--- src/rtl/riscv_ctrl_pkg.sv ---
// riscv_ctrl_pkg
//   Shared definitions for the multi-cycle RISC-V control unit. It holds the
//   opcode constants, the FSM state enum, the instruction-class enum and the
//   datapath mux encodings. It also provides a helper that maps an instruction
//   class to its immediate format.
//   The optional JAL path is enabled by the MULTICYCLE_JAL_EN macro. That macro
//   is read in mc_op_class. Nothing in this package depends on it.
package riscv_ctrl_pkg;

  localparam int OPC_W = 7;

  localparam logic [OPC_W-1:0] OPC_LOAD   = 7'b0000011;
  localparam logic [OPC_W-1:0] OPC_STORE  = 7'b0100011;
  localparam logic [OPC_W-1:0] OPC_RTYPE  = 7'b0110011;
  localparam logic [OPC_W-1:0] OPC_ITYPE  = 7'b0010011;
  localparam logic [OPC_W-1:0] OPC_BRANCH = 7'b1100011;
  localparam logic [OPC_W-1:0] OPC_JAL    = 7'b1101111;

  typedef enum logic [3:0] {
    S_FETCH    = 4'd0,
    S_DECODE   = 4'd1,
    S_MEMADR   = 4'd2,
    S_MEMREAD  = 4'd3,
    S_MEMWB    = 4'd4,
    S_MEMWRITE = 4'd5,
    S_EXECR    = 4'd6,
    S_EXECI    = 4'd7,
    S_ALUWB    = 4'd8,
    S_BRANCH   = 4'd9,
    S_JAL      = 4'd10
  } state_e;

  typedef enum logic [2:0] {
    CLS_ILLEGAL = 3'd0,
    CLS_LOAD    = 3'd1,
    CLS_STORE   = 3'd2,
    CLS_RTYPE   = 3'd3,
    CLS_ITYPE   = 3'd4,
    CLS_BRANCH  = 3'd5,
    CLS_JAL     = 3'd6
  } op_class_e;

  typedef enum logic [1:0] {
    RES_ALUOUT    = 2'b00,
    RES_DATA      = 2'b01,
    RES_ALURESULT = 2'b10
  } result_src_e;

  typedef enum logic [1:0] {
    SRCA_PC    = 2'b00,
    SRCA_OLDPC = 2'b01,
    SRCA_RS1   = 2'b10
  } alu_src_a_e;

  typedef enum logic [1:0] {
    SRCB_RS2  = 2'b00,
    SRCB_IMM  = 2'b01,
    SRCB_FOUR = 2'b10
  } alu_src_b_e;

  typedef enum logic [1:0] {
    IMM_I = 2'b00,
    IMM_S = 2'b01,
    IMM_B = 2'b10,
    IMM_J = 2'b11
  } imm_src_e;

  typedef enum logic [1:0] {
    ALUOP_ADD   = 2'b00,
    ALUOP_SUB   = 2'b01,
    ALUOP_FUNCT = 2'b10
  } alu_op_e;

  // Immediate format follows the instruction class. Loads, I-type ops and
  // anything unrecognised use the I-format.
  function automatic imm_src_e imm_src_of(input op_class_e cls);
    case (cls)
      CLS_STORE:  return IMM_S;
      CLS_BRANCH: return IMM_B;
      CLS_JAL:    return IMM_J;
      default:    return IMM_I;
    endcase
  endfunction

endpackage

--- src/rtl/mc_op_class.sv ---
// mc_op_class
//   Combinational decode from the opcode field to an instruction class. The
//   controller uses the class for the DECODE/MEMADR transitions and for the
//   ImmSrc output.
//   Configuration: with MULTICYCLE_JAL_EN defined, 1101111 decodes as JAL.
//   Otherwise it decodes as illegal.
// Ports:
//   op        in  OP_W  opcode field from the instruction register
//   op_class  out       decoded instruction class (op_class_e)
module mc_op_class
  import riscv_ctrl_pkg::*;
#(
  parameter int OP_W = 7
) (
  input  logic [OP_W-1:0] op,
  output op_class_e       op_class
);

  always_comb begin
    op_class = CLS_ILLEGAL;
    case (op)
      OP_W'(OPC_LOAD):   op_class = CLS_LOAD;
      OP_W'(OPC_STORE):  op_class = CLS_STORE;
      OP_W'(OPC_RTYPE):  op_class = CLS_RTYPE;
      OP_W'(OPC_ITYPE):  op_class = CLS_ITYPE;
      OP_W'(OPC_BRANCH): op_class = CLS_BRANCH;
`ifdef MULTICYCLE_JAL_EN
      OP_W'(OPC_JAL):    op_class = CLS_JAL;
`endif
      default:           op_class = CLS_ILLEGAL;
    endcase
  end

endmodule

--- src/rtl/multicycle_controller.sv ---
// multicycle_controller
//   Moore control FSM for the multi-cycle RISC-V core. It sequences one
//   instruction over the shared datapath and the single memory port. Memory
//   states hold while mem_ready is low.
//   Outputs are combinational from the state register. The exceptions are
//   IRWrite/PCWrite in FETCH (mem_ready), PCWrite in BRANCH (zero, funct3[0]),
//   illegal_op in DECODE (op) and ImmSrc (op, in every state).
//   Configuration: MULTICYCLE_JAL_EN enables the JAL state and the J-format
//   immediate. The macro is read in mc_op_class.
// Ports:
//   clk, rst          clock; synchronous active-high reset
//   op, funct3        instruction-register fields
//   zero              ALU zero flag (branch resolution)
//   mem_ready         memory completes the current access this cycle
//   mem_req           memory access requested
//   PCWrite, IRWrite, RegWrite, MemWrite   write enables / strobes
//   AdrSrc, ResultSrc, ALUSrcA, ALUSrcB, ImmSrc, ALUOp   datapath selects
//   illegal_op        one-cycle pulse in DECODE for an unsupported opcode
//   state_dbg         current state, debug only
module multicycle_controller
  import riscv_ctrl_pkg::*;
#(
  parameter int OP_W    = 7,
  parameter int STATE_W = 4
) (
  input  logic               clk,
  input  logic               rst,
  input  logic [OP_W-1:0]    op,
  input  logic [2:0]         funct3,
  input  logic               zero,
  input  logic               mem_ready,
  output logic               mem_req,
  output logic               PCWrite,
  output logic               AdrSrc,
  output logic               MemWrite,
  output logic               IRWrite,
  output logic               RegWrite,
  output logic [1:0]         ResultSrc,
  output logic [1:0]         ALUSrcA,
  output logic [1:0]         ALUSrcB,
  output logic [1:0]         ImmSrc,
  output logic [1:0]         ALUOp,
  output logic               illegal_op,
  output logic [STATE_W-1:0] state_dbg
);

  state_e      state_q, state_d;
  op_class_e   op_class;
  result_src_e result_src;
  alu_src_a_e  src_a;
  alu_src_b_e  src_b;
  alu_op_e     alu_op;

  // Only funct3[0] (BEQ/BNE) matters to this controller.
  logic unused_funct3;
  assign unused_funct3 = ^funct3[2:1];

  mc_op_class #(.OP_W(OP_W)) u_op_class (
    .op       (op),
    .op_class (op_class)
  );

  // Next-state logic.
  always_comb begin
    // NOTE: every always_comb output gets a default before the case so no
    // path leaves it unassigned; that is what keeps latches from inferring.
    state_d = state_q;
    case (state_q)
      S_FETCH:    if (mem_ready) state_d = S_DECODE;
      S_DECODE: begin
        case (op_class)
          CLS_LOAD, CLS_STORE: state_d = S_MEMADR;
          CLS_RTYPE:           state_d = S_EXECR;
          CLS_ITYPE:           state_d = S_EXECI;
          CLS_BRANCH:          state_d = S_BRANCH;
          CLS_JAL:             state_d = S_JAL;
          default:             state_d = S_FETCH;
        endcase
      end
      S_MEMADR: begin
        if (op_class == CLS_LOAD)       state_d = S_MEMREAD;
        else if (op_class == CLS_STORE) state_d = S_MEMWRITE;
        else                            state_d = S_FETCH;
      end
      S_MEMREAD:  if (mem_ready) state_d = S_MEMWB;
      S_MEMWB:    state_d = S_FETCH;
      S_MEMWRITE: if (mem_ready) state_d = S_FETCH;
      S_EXECR:    state_d = S_ALUWB;
      S_EXECI:    state_d = S_ALUWB;
      S_ALUWB:    state_d = S_FETCH;
      S_BRANCH:   state_d = S_FETCH;
      S_JAL:      state_d = S_ALUWB;
      default:    state_d = S_FETCH;
    endcase
  end

  // Output decode. Unlisted outputs stay 0 (selects at encoding 00).
  always_comb begin
    mem_req    = 1'b0;
    PCWrite    = 1'b0;
    AdrSrc     = 1'b0;
    MemWrite   = 1'b0;
    IRWrite    = 1'b0;
    RegWrite   = 1'b0;
    illegal_op = 1'b0;
    result_src = RES_ALUOUT;
    src_a      = SRCA_PC;
    src_b      = SRCB_RS2;
    alu_op     = ALUOP_ADD;
    case (state_q)
      S_FETCH: begin
        mem_req    = 1'b1;
        IRWrite    = mem_ready;
        PCWrite    = mem_ready;
        src_b      = SRCB_FOUR;
        result_src = RES_ALURESULT;
      end
      S_DECODE: begin
        src_a      = SRCA_OLDPC;
        src_b      = SRCB_IMM;
        illegal_op = (op_class == CLS_ILLEGAL);
      end
      S_MEMADR: begin
        src_a = SRCA_RS1;
        src_b = SRCB_IMM;
      end
      S_MEMREAD: begin
        mem_req = 1'b1;
        AdrSrc  = 1'b1;
      end
      S_MEMWB: begin
        result_src = RES_DATA;
        RegWrite   = 1'b1;
      end
      S_MEMWRITE: begin
        mem_req  = 1'b1;
        AdrSrc   = 1'b1;
        MemWrite = 1'b1;
      end
      S_EXECR: begin
        src_a  = SRCA_RS1;
        src_b  = SRCB_RS2;
        alu_op = ALUOP_FUNCT;
      end
      S_EXECI: begin
        src_a  = SRCA_RS1;
        src_b  = SRCB_IMM;
        alu_op = ALUOP_FUNCT;
      end
      S_ALUWB: RegWrite = 1'b1;
      S_BRANCH: begin
        src_a   = SRCA_RS1;
        src_b   = SRCB_RS2;
        alu_op  = ALUOP_SUB;
        // BNE takes the branch when the operands differ, so its sense is
        // the inverse of the zero flag.
        PCWrite = zero ^ funct3[0];
      end
      S_JAL: begin
        src_a   = SRCA_OLDPC;
        src_b   = SRCB_FOUR;
        PCWrite = 1'b1;
      end
      default: ;
    endcase

    // While reset is high, no strobe may fire, even mid-instruction.
    // The selects park at their FETCH values.
    if (rst) begin
      mem_req    = 1'b0;
      PCWrite    = 1'b0;
      MemWrite   = 1'b0;
      IRWrite    = 1'b0;
      RegWrite   = 1'b0;
      illegal_op = 1'b0;
      AdrSrc     = 1'b0;
      result_src = RES_ALURESULT;
      src_a      = SRCA_PC;
      src_b      = SRCB_FOUR;
      alu_op     = ALUOP_ADD;
    end
  end

  assign ResultSrc = result_src;
  assign ALUSrcA   = src_a;
  assign ALUSrcB   = src_b;
  assign ALUOp     = alu_op;
  assign ImmSrc    = imm_src_of(op_class);
  assign state_dbg = STATE_W'(state_q);

  always_ff @(posedge clk) begin
    // NOTE: state registers use non-blocking assignment so every flop
    // samples pre-edge values, independent of block evaluation order.
    if (rst) state_q <= S_FETCH;
    else     state_q <= state_d;
  end

endmodule

--- config.mk ---
export PLATFORM = sky130hd
export DESIGN_NAME = multicycle_controller
export DESIGN_NICKNAME = d
export VERILOG_FILES = /design/src/rtl/riscv_ctrl_pkg.sv /design/src/rtl/mc_op_class.sv /design/src/rtl/multicycle_controller.sv
export SDC_FILE = /design/constraint.sdc
export NUM_CORES = 1
export LEC_CHECK = 0
export BUFFER_PORTS_ARGS = -buffer_cell sky130_fd_sc_hd__buf_2
export CAP_MARGIN = 20
export CORE_UTILIZATION = 51
export CTS_BUF_LIST = sky130_fd_sc_hd__clkbuf_4
export DETAILED_ROUTE_END_ITERATION = 6
export PLACE_DENSITY_LB_ADDON = 0.05
export SKIP_LAST_GASP = 1
export SLEW_MARGIN = 40
export SYNTH_ARGS = -nofsm -noshare
export SYNTH_HDL_FRONTEND = slang
export SYNTH_HIERARCHICAL = 1
export SYNTH_SLANG_ARGS = --single-unit
--- constraint.sdc ---
create_clock -name clk -period 4.8 [get_ports clk]
set_clock_uncertainty 0.15 [all_clocks]
set_input_delay 0.96 -clock clk [delete_from_list [all_inputs] [get_ports clk]]
set_output_delay 0.96 -clock clk [all_outputs]
set_load 0.02 [all_outputs]
After elaboration in Yosys (flattened, before gate mapping). Cells that the tools add are included.

Bits of input ports: 14. Logic and storage cells: 70. Register bits after elaboration: 4.

Mux-type cells: 31. Bitwise logic cells: 1. Reductions and logical operators: 13. Equal/unequal tests: 24.

Operators by type and width (count): $pmux W4 S6 (1); $pmux W4 S5 (1); $eq A4 B3 Y1 const B (4); $pmux W2 S2 (4); $pmux W3 S5 (1); $eq A7 B6 Y1 const B (2); $mux W1 (13); $eq A4 B4 Y1 const B (3); $mux W4 (3); $reduce_or A2 Y1 (6); $eq A3 B3 Y1 const B (3); $reduce_or A3 Y1 (3); $eq A4 B2 Y1 const B (2); $mux W2 (4); $eq A7 B2 Y1 const B (1); $eq A7 B5 Y1 const B (1); $eq A7 B7 Y1 const B (1); $eq A3 B2 Y1 const B (2); $mux W3 (2); $ne A2 B2 Y1 const B (3); $pmux W2 S3 (1); $eq A4 B1 Y1 const B (1); $logic_not A4 Y1 (1); $reduce_or A4 Y1 (1); other kinds (5) (5).

Longest topological paths before layout. Gate-level depths: netlist (run 1).

Depth after elaboration: 6. Depth in mapped cells: 8. Depth with buffers taken out: 7.

Hierarchy. The synthesis (run 1) kept the hierarchy.

Modules (own cells, without submodules): multicycle_controller (instances 1, area each 686.9 sq um, seq. area each 80.1 sq um, cells each 87); mc_op_class (instances 1, area each 63.8 sq um, seq. area each 0.0 sq um, cells each 11).

Worst setup path after synthesis (run 1). OpenSTA, ideal clock, no wires.

Kind: in2out. From: in op[3]. To: out ImmSrc[0]. Cell stages on the path: 5. Data arrival time: 1.876 ns. Slack: 1.814 ns. Path through: nor2_1 -> nand3_1 -> nor3b_1 -> buf_6 -> nor2b_1.

Word-level cells in the longest chain between the ends: 4. Elaborated cells between the ends (all ways): 10. Classes of those cells: eq/ne: 8; mux: 2.

RTL lines: start: declaration (RTL line multicycle_controller.sv:28) `input logic [OP_W-1:0] op,`; $eq A7 B7 Y1, or another cell as far along (RTL line mc_op_class.sv:21) `case (op)`; $pmux W3 S5 (*) (RTL line mc_op_class.sv:21); net op_class[1] (RTL line multicycle_controller.sv:48) `op_class_e op_class;`; $eq A3 B3 Y1 or $eq A3 B2 Y1 (tied branches) (RTL line riscv_ctrl_pkg.sv:77) `case (cls)`; $pmux W2 S3 (*) (RTL line riscv_ctrl_pkg.sv:77); end: declaration (RTL line multicycle_controller.sv:41) `output logic [1:0] ImmSrc,`.

The timed path passes the listed nets; every way through them passes the cells marked *.

Final worst setup path (run 1).
From: in op[5]. To: out ImmSrc[1].

The elaborated chain is that of the path after synthesis.

==> results of run 1 <==
-- cells by family (layout without fill, tap and decap cells) --
logic type	Yosys count	count (layout)
and+or+nand+nor	53	53
AOI/OAI and AO/OA	19	19
buffers and inverters	12	37
xor gates and xnor gates	7	7
DFF	4	4
muxes	3	3
-- worst min-delay path: stages, from the launching register on --
cell     delay, ns
dfxtp_1       0.51
nand2_1       0.19
a21oi_2       0.06
-- layout by cell type, fill, tap and decap left out, drive strengths merged, types with 2 or more instances in the layout --
master,synthesis,final
clkbuf,0,3
nor3,9,9
and3,5,5
o21a,3,3
nand2,6,6
mux2i,2,2
nor2,12,12
xnor2,3,3
o21ai,2,2
a21oi,5,5
a211oi,2,2
buf,11,33
nand3,5,5
dfxtp,4,4
nor2b,4,4
o211ai,2,2
nand3b,3,3
nor4,2,2
xor2,4,4
nor3b,3,3
a21o,2,2
-- stage by stage --
step	power, mW	setup slack (ns)
6_report	0.119	1.23
5_1_grt	0.130	1.13
4_1_cts	0.121	1.24
3_5_place_dp	0.0804	1.24
3_3_place_gp	0.0792	1.28
2_1_floorplan	0.0681	1.81
-- path summary, 6_finish.rpt --
kind | startpoint | endpoint | slack (ns) | cells after the start
setup / recovery | op[5] | ImmSrc[1] | 1.23 | 7
hold reg to reg | state_dbg[1]$_SDFFE_PP0P_ | state_dbg[3]$_SDFFE_PP0P_ | 0.65 | 2
hold / removal | state_dbg[1]$_SDFFE_PP0P_ | state_dbg[3]$_SDFFE_PP0P_ | 0.65 | 2
setup reg to reg | state_dbg[2]$_SDFFE_PP0P_ | state_dbg[3]$_SDFFE_PP0P_ | 3.11 | 4
-- power groups by stage --
stage	clock, mW	sequential [mW]	combinational (mW)
after floorplan	0	0.0362	0.0319
after global placement	0	0.0393	0.0400
after detailed placement	0	0.0393	0.0411
after CTS	0.0406	0.0388	0.0413
after global routing	0.0453	0.0393	0.0452
final	0.0393	0.0389	0.0410
-- synthesized netlist by cell type, types with 4 or more instances --
library cell	number	share of area
nor2_1	11	0.055
nor3_1	7	0.047
buf_6	6	0.090
nand2_1	6	0.030
and3_1	5	0.042
a21oi_1	4	0.027
dfxtp_1	4	0.11
nand3_1	4	0.027
-- area by class of cell --
class	count	area share
Sequential cell	4	0.0932
Timing Repair Buffer	33	0.195
Multi-Input combinational cell	82	0.659
Inverter	1	0.00437
Clock buffer	3	0.0262
Tap cell	15	0.0218
-- routing by layer --
metal / vias up / part of all wire / global-route usage
met4: 0 / 0 / 0.0417
met2: 22 / 0.53 / 0.425
li1: 403 / - / -
met1: 361 / 0.43 / 0.269
met3: 0 / 0.035 / 0.0389
met5: - / 0 / 0
==> results.md, run 1 <==
- Final min period: 3.57 ns
- Filler Cell Count: 138
- Top achievable clock speed: 0.280 GHz
- Avg Cell Area, Syn: 7.66 µm²
- Total of max-cap violations: 0
- Vias in the first global route: 616
- Initial antenna violation count: 0
- Cell internal pwr: 79.4 µW
- Worst-path fanout max: 9
- Normalized max-slew margin: 0.521
- Complex-gate fraction of the synthesized area: 0.192
- Post-synth EDFFs: 0
- Largest family of logic cells by synthesized area: simple AND/OR/NAND/NOR gates
- Synth Instances: 98
- Clk pwr share: 0.330
- CP max-delay cell: nor2_1
- Final Max Tran Viols: 0
- IO Pins: 35
- Seq pwr share: 0.326
- Combinational share of power: 0.344
- WHS: 0.654 ns
- Worst path most repeated cell: buf_2
- Clock tree buffer depth: 2
- Inst Count DP: 135
- Simple-gate share of the synthesized area: 0.430
- Worst Path Arrival: 2.46 ns
- Largest register FFs: 4
- Sequential area share after synthesis: 0.107
- Worst-path clk slew: 0.03 ns
- Crit Path Category: input port to output port
- Cell variety after synth: 40
- Setup TNS: 0 ns
- Die span in y: 40.4 µm
- Worst-margin pin slew: 0.719 ns
- WL per Instance: 12.1 µm
- Multiplexer share of the synthesized area: 0.0417
- GR Overflow Total: 0
- Mapped cell area: around 750 µm²
- Die area: about 1600 µm²
- RePlAce Congestion: 0.793
- Via-to-Cell Ratio: 5.70
- Die width: 40.4 µm
- Clk_lat worst skew: 0.23 ns
- Crit-path max cell delay: 0.50 ns
- Root Driver: clkbuf_4
- Worst setup SP type: input port
- Crit-path cells: buf_2 -> xor2_1 -> o21a_1 -> nor2_1 -> xor2_2 -> and2_4 -> buf_2
- DR DRC count: 0
- Share of layout cells above drive strength 1: 0.407
- Worst EP required: 3.69 ns
- Post-layout util: 0.644
- Multi-input logic area: between 500 and 600 µm²
- Fraction of registers with async set/reset: 0
- CP bufs+invs: 2
- Layout Cells excl Fill: 138
- Hold Path Class: flop to flop
- Post-DRT Antenna Nets: 0
- # clock sinks: 4
- ANT cells: 0
- Post-Syn Nets: 112
- Post-CTS setup buffer count: 0
- Endpoints failing setup: 0
- Static leakage: 0.407 nW
- Main synth FF type: dfxtp_1
- P_sw: 39.7 µW
- Period utilization: 0.743
- Initial Util: 0.563
- CTS tree: built
- # hold bufs at CTS: 0
- H-tree Lvls: 1
- Final Cell Area: 860 µm²
- Post-CTS sizing: 0
- First drt pass iteration count: 4
- Vias: 786
- Crit path max-delay family: simple AND/OR/NAND/NOR gates
- Row count: 13
- Port Buffer Count: 32
- Dpl hpwl: ~1200 µm
- Global-route wire length before repair: 2590 µm
- Pwr per Cell Area: about 140 nW/µm²
- GRT Overall Usage: 0.228
- Critical Path End Type: output port
- Num CTS Buffers: 3
- WL final: 1670 µm
- Sw frac: 0.333
- VDD IR max: ~0.064 mV
- Synth Area in Adders: 0
- Drt initial violations: 19
- Post-DP Area: around 840 µm²
- Flops & latches, synth: 4
- Final #Nets: 139
- XOR/XNOR share of the synthesized area: 0.0917
- FF/Latch Area: 80.1 µm²
- RSZ-0062 raised after global routing: no
- Core Area: ~1300 µm²
- P&R area growth vs syn: 14.5%
- Warnings, synthesis: 6
- Status: completed
- Largest net degree at the start of global routing: 21
- Hold Violations, Final: 0
Power figures use the tool's default switching activity.
==> run 2, diff against run 1 <==
Settings changed: ABC_AREA from default to 1, CORE_UTILIZATION 51 to 39.
Clock period 4.8 ns to 3.25 ns, I/O delays scaled along.
==> results.md, run 2 <==
- Synth Instances: 109 (+11%)
- VDD IR max: 0.158 mV (+150%)
- # hold bufs at CTS: 0 (unchanged)
- Synth area leaders: nand2_1 21%, inv_1 15%, dfxtp_1 15%
- Post-synth EDFFs: 0 (unchanged)
- WL final: 1430 µm (-14%)
- Largest register FFs: 4 (unchanged)
- Layout Cells excl Fill: 158 (+14%)
- Warnings, synthesis: 6 (unchanged)
- Fraction of registers with async set/reset: 0 (unchanged)
- Hold Violations, Final: 0 (unchanged)
- Dpl hpwl: 1250 µm (+4.1%)
- Port Buffer Count: 32 (unchanged)
- Pwr per Cell Area: 229 nW/µm² (+65%)
- Synth top cells by count: 30 x nand2_1, 22 x inv_1, 14 x nor2_1, 12 x nand3_1, 9 x a21oi_1
- Drt initial violations: 16 (-3)
- Critical Path End Type: output port
- Most common cell after layout, fill and taps aside: buf_2
- RePlAce Congestion: 0.830 (+4.6%)
- Num CTS Buffers: 3 (unchanged)
- Flops & latches, synth: 4 (unchanged)
- RSZ-0062 raised after global routing: no
- Worst Path Arrival: 1.78 ns (-0.68 ns)
- Final min period: 2.58 ns
- Endpoints failing setup: 0 (unchanged)
- Static leakage: 0.446 nW (+9.6%)
- Hold-critical path depth: 2 (unchanged)
- Via-to-Cell Ratio: 4.87 (-14%)
- Post-DRT Antenna Nets: 0 (unchanged)
- Vias in the first global route: 619 (+0.49%)
- CTS tree: built
- Die area: 1550 µm² (-5.1%)
- Period utilization: 0.793
- Vias: 770 (-2.0%)
- Reg2reg path depth: 7 (+3)
- Hold Startpoint: state_dbg[1]$_SDFFE_PP0P_
- Largest net degree at the start of global routing: 15 (-29%)
- First drt pass iteration count: 4 (unchanged)
- ANT cells: 0 (unchanged)
- Post-CTS sizing: 0 (unchanged)
- Final Max Tran Viols: 0 (unchanged)
- Hold Path Class: flop to flop
- Initial Util: 0.417 (-0.146)
- GRT Overall Usage: 0.214 (-0.0142)
- # clock sinks: 4 (unchanged)
- Worst Hold End: state_dbg[3]$_SDFFE_PP0P_
- Worst-margin pin slew: 0.297 ns (-0.422 ns)
- Total of max-cap violations: 0 (unchanged)
- Sequential area share after synthesis: 0.147 (+0.0408)
- Row count: 13 (unchanged)
- Die span in y: 39.3 µm (-2.6%)
- Share of the synthesized area in the top cell type: 0.207 (+0.101)
- Final #Nets: 159 (+14%)
- P&R area growth vs syn: 36.4%
- Synth area leader: nand2_1
- Setup TNS: 0 ns (unchanged)
- Root Driver: clkbuf_4
- Worst-path fanout max: 5 (-4)
- Worst setup SP type: input port
- Clk_lat worst skew: 0.23 ns (about the same)
- H-tree Lvls: 1 (unchanged)
- Post-Syn Nets: 123 (+9.8%)
- GR Overflow Total: 0 (unchanged)
- Post-CTS setup buffer count: 0 (unchanged)
- Die width: 39.3 µm (-2.6%)
- Mapped cell area: 543 µm² (-28%)
- Initial antenna violation count: 0 (unchanged)
- Main synth FF type: dfxtp_1
- Crit Path Category: input port to output port
- DR DRC count: 0 (unchanged)
- Worst-path clk slew: 0.04 ns (about the same)
- Inst Count DP: 155 (+15%)
- Top-count cell post-synth: nand2_1
- Share of layout cells above drive strength 1: 0.280 (-0.127)
- Core Area: 1300 µm² (-2.4%)
- Avg Cell Area, Syn: 4.98 µm² (-35%)
- Total power: 169 µW (+42%)
- FF-to-FF Start: state_dbg[0]$_SDFFE_PP0P_
- Commonest non-fill, non-tap cells in the layout: 32 x buf_2, 30 x nand2_1, 22 x inv_1, 14 x nor2_1, 12 x nand3_1
- Cell variety after synth: 16 (-60%)
- Reg2Reg Setup Slack: 1.85 ns (-1.26 ns)
- Normalized max-slew margin: 0.801 (+0.281)
- Status: completed
- Global-route wire length before repair: 2330 µm (-10%)
- IO Pins: 35 (unchanged)
- Filler Cell Count: 151 (+9.4%)
- Top achievable clock speed: 0.388 GHz
- Clock tree buffer depth: 2 (unchanged)
- WL per Instance: 9.07 µm (-25%)
- Worst EP required: 2.45 ns (-1.24 ns)
- Worst r2r dst: state_dbg[2]$_SDFFE_PP0P_
## run 2: final cells by class
class                           count  area, µm²  area share
Tap cell                           15       18.8      0.0253
Sequential cell                     4       80.1       0.108
Timing Repair Buffer               32        160       0.216
Clock buffer                        3       22.5      0.0304
Inverter                           22       82.6       0.111
Multi-Input combinational cell     82        377       0.508
## run 2: cells by family (layout without fill, tap and decap cells)
| group | after synthesis | count (layout) | synth area share |
|---|---|---|---|
| AND/OR/NAND/NOR | 67 | 67 | 0.535 |
| buffers and inverters | 23 | 57 | 0.159 |
| AO/OA/AOI/OAI | 14 | 14 | 0.143 |
| flip-flops | 4 | 4 | 0.147 |
| XOR/XNOR | 1 | 1 | 0.0161 |
## run 2: stage by stage
step | area [µm²] | setup WS (ns) | utilization | hold slack [ns]
finish | 741 | 0.674 | 0.569 | 0.540
global route | 741 | 0.483 | 0.569 | 0.575
CTS | 741 | 0.691 | 0.569 | 0.532
detailed placement | 718 | 0.699 | 0.552 | 0.525
global placement | 718 | 0.732 | 0.552 | 0.537
floorplan | 543 | 0.839 | - | 0.525
## run 2: worst max path at each step
stage / depth (start not counted) / endpoint / start
2_1_floorplan: 8 / illegal_op / op[2]
3_3_place_gp: 10 / ImmSrc[1] / op[4]
3_5_place_dp: 10 / ImmSrc[1] / op[4]
4_1_cts: 10 / ImmSrc[1] / op[4]
5_1_grt: 9 / ImmSrc[1] / op[3]
6_report: 10 / ImmSrc[1] / op[4]
## run 2: worst max-delay path, stage by stage
cell and delay (ns):
buf_2 0.10, inv_1 0.06, nand2_1 0.05, nand2_1 0.07
nand2_1 0.05, nor2_1 0.26, inv_1 0.13, nand2_1 0.14
a21oi_1 0.10, buf_2 0.16
## run 2: where the power goes
part / internal [mW] / switching (mW) / total [mW]
Combinational: 0.0201 / 0.0371 / 0.0572
Clock: 0.0411 / 0.0181 / 0.0593
Sequential: 0.0507 / 0.00222 / 0.0529
## run 2: layer usage
metal	track usage	wire, µm	vias to the layer above
met4	0	0	0
met1	0.269	655	336
met3	0.0511	51	0
met5	0	0	-
li1	-	-	415
met2	0.388	726	19
==> run 3, diff against run 2 <==
Settings changed: CORE_AREA from default to 2 2 39 41, CORE_UTILIZATION 39 to default, DIE_AREA from default to 0 0 41 43.
Clock period 3.25 ns to 2.5 ns, I/O delays scaled along.
==> results.md, run 3 (synthesis gave the netlist of run 2 again) <==
- Status: completed
- WHS: 0.469 ns (-0.0713 ns)
- RePlAce Congestion: 0.858 (+3.4%)
- Inst Count DP: 156 (+0.65%)
- Post-layout util: 0.536 (-0.0331)
- DR DRC count: 0 (unchanged)
- Core Area: 1380 µm² (+6.3%)
- Via-to-Cell Ratio: 4.86 (-0.37%)
- Top achievable clock speed: 0.445 GHz
- GRT Overall Usage: 0.208 (-0.00633)
- Worst-path clk slew: 0.04 ns (about the same)
- Clk pwr share: 0.365 (+0.015)
- Most common cell after layout, fill and taps aside: buf_2
- # clock sinks: 4 (unchanged)
- Combinational share of power: 0.329 (-0.009)
- Root Driver: clkbuf_4
- Endpoints failing setup: 0 (unchanged)
- Largest register FFs: 4 (unchanged)
- Worst EP required: 1.85 ns (-0.60 ns)
- H-tree Lvls: 1 (unchanged)
- Cell internal pwr: 146 µW (+30%)
- Seq pwr share: 0.306 (-0.006)
- Worst r2r dst: state_dbg[2]$_SDFFE_PP0P_
- Final Cell Area: 742 µm² (+0.17%)
- Post-DRT Antenna Nets: 0 (unchanged)
- FF-to-FF Start: state_dbg[2]$_SDFFE_PP0P_
- Static leakage: 0.446 nW (unchanged)
- Layout Cells excl Fill: 159 (+0.63%)
- WL per Instance: 9.58 µm (+5.7%)
- # hold bufs at CTS: 0 (unchanged)
- VDD IR max: 0.190 mV (+20%)
- IO Pins: 35 (unchanged)
- Initial Util: 0.392 (-0.0249)
- WL final: 1520 µm (+6.4%)
- Die width: 41 µm (+4.3%)
- Setup TNS: 0 ns (unchanged)
- Post-CTS setup buffer count: 0 (unchanged)
- First drt pass iteration count: 5 (+1)
- Hold Violations, Final: 0 (unchanged)
- ANT cells: 0 (unchanged)
- Global-route wire length before repair: 2560 µm (+9.7%)
- Final Max Tran Viols: 0 (unchanged)
- Total power: 225 µW (+33%)
- Worst-path fanout max: 5 (unchanged)
- Hold Path Class: input port to flop
- Commonest non-fill, non-tap cells in the layout: 32 x buf_2, 30 x nand2_1, 22 x inv_1, 14 x nor2_1, 12 x nand3_1
- Die span in y: 43 µm (+9.4%)
- Final min period: 2.25 ns
- Row count: 14 (+1)
- Post-CTS sizing: 0 (unchanged)
- Pre-CTS WS: 0.263 ns (-0.436 ns)
- Largest net degree at the start of global routing: 15 (unchanged)
- Final #Nets: 159 (unchanged)
- Hold Startpoint: rst
- Worst setup SP type: input port
- Num CTS Buffers: 3 (unchanged)
- Crit Path Category: input port to output port
- Worst-margin pin slew: 0.335 ns (+0.0377 ns)
- Worst Path Arrival: 1.60 ns (-0.18 ns)
- Reg2reg path depth: 6 (-1)
- Vias in the first global route: 684 (+11%)
- Die area: 1760 µm² (+14%)
- Period utilization: 0.899
- Drt initial violations: 8 (-8)
- Clk_lat worst skew: 0.24 ns (about the same)
- Share of layout cells above drive strength 1: 0.280 (unchanged)
- Normalized max-slew margin: 0.776 (-0.0253)
- Pwr per Cell Area: 304 nW/µm² (+33%)
- Port Buffer Count: 32 (unchanged)
- Dpl hpwl: 1300 µm (+4.1%)
- Post-DP Area: 719 µm² (+0.17%)
- Vias: 772 (+0.26%)
- Reg2Reg Setup Slack: 1.08 ns (-0.77 ns)
- Hold-critical path depth: 2 (unchanged)
- RSZ-0062 raised after global routing: no
- Worst Hold End: state_dbg[0]$_SDFFE_PP0P_
- Clock tree buffer depth: 2 (unchanged)
- GR Overflow Total: 0 (unchanged)
- Filler Cell Count: 164 (+8.6%)
- Sw frac: 0.353 (+0.0135)
- Total of max-cap violations: 0 (unchanged)
- Critical Path End Type: output port
- P&R area growth vs syn: 36.6%
- Initial antenna violation count: 0 (unchanged)
- Slack of the critical path: 0.253 ns (-0.421 ns)
- CTS tree: built
- P_sw: 79.4 µW (+38%)
-- run 3: power groups by stage --
stage          clock [mW]  combinational (mW)  sequential (mW)
3_3_place_gp            0              0.0738           0.0698
2_1_floorplan           0              0.0472           0.0712
3_5_place_dp            0              0.0744           0.0700
4_1_cts            0.0851              0.0748           0.0688
6_report           0.0822              0.0741           0.0690
5_1_grt            0.0906              0.0850           0.0693
-- run 3: worst max-delay path by stage --
stage	startpoint	to	slack [ns]	cells after the start
after floorplan	op[2]	illegal_op	0.39	8
after global routing	op[2]	ImmSrc[1]	0.006	9
after CTS	op[4]	ImmSrc[1]	0.26	10
after detailed placement	op[4]	ImmSrc[1]	0.26	10
final	op[4]	ImmSrc[1]	0.25	10
after global placement	op[4]	ImmSrc[1]	0.27	10
-- run 3: layer usage --
metal | vias to the layer above | share of wire | wire length (µm) | track usage
met1 | 335 | 0.43 | 653 | 0.253
met3 | 0 | 0.052 | 80 | 0.0471
met5 | - | 0 | 0 | 0
met2 | 25 | 0.52 | 791 | 0.322
met4 | 0 | 0 | 0 | 0.107
li1 | 412 | - | - | -
-- run 3: worst max-delay path: stages --
cell and delay, ns:
buf_2 0.11, inv_1 0.06, nand2_1 0.05, nand2_1 0.07, nand2_1 0.05, nor2_1 0.25, inv_1 0.11, nand2_1 0.14
a21oi_1 0.11, buf_2 0.17
-- run 3: final cells by class --
type                       instances  area (µm²)  share of cell area
sequential                         4        80.1               0.108
clock buffer                       3        22.5              0.0304
timing repair buffer              32         160               0.216
inverter                          22        82.6               0.111
tap                               16        20.0              0.0270
multi-input combinational         82         377               0.508
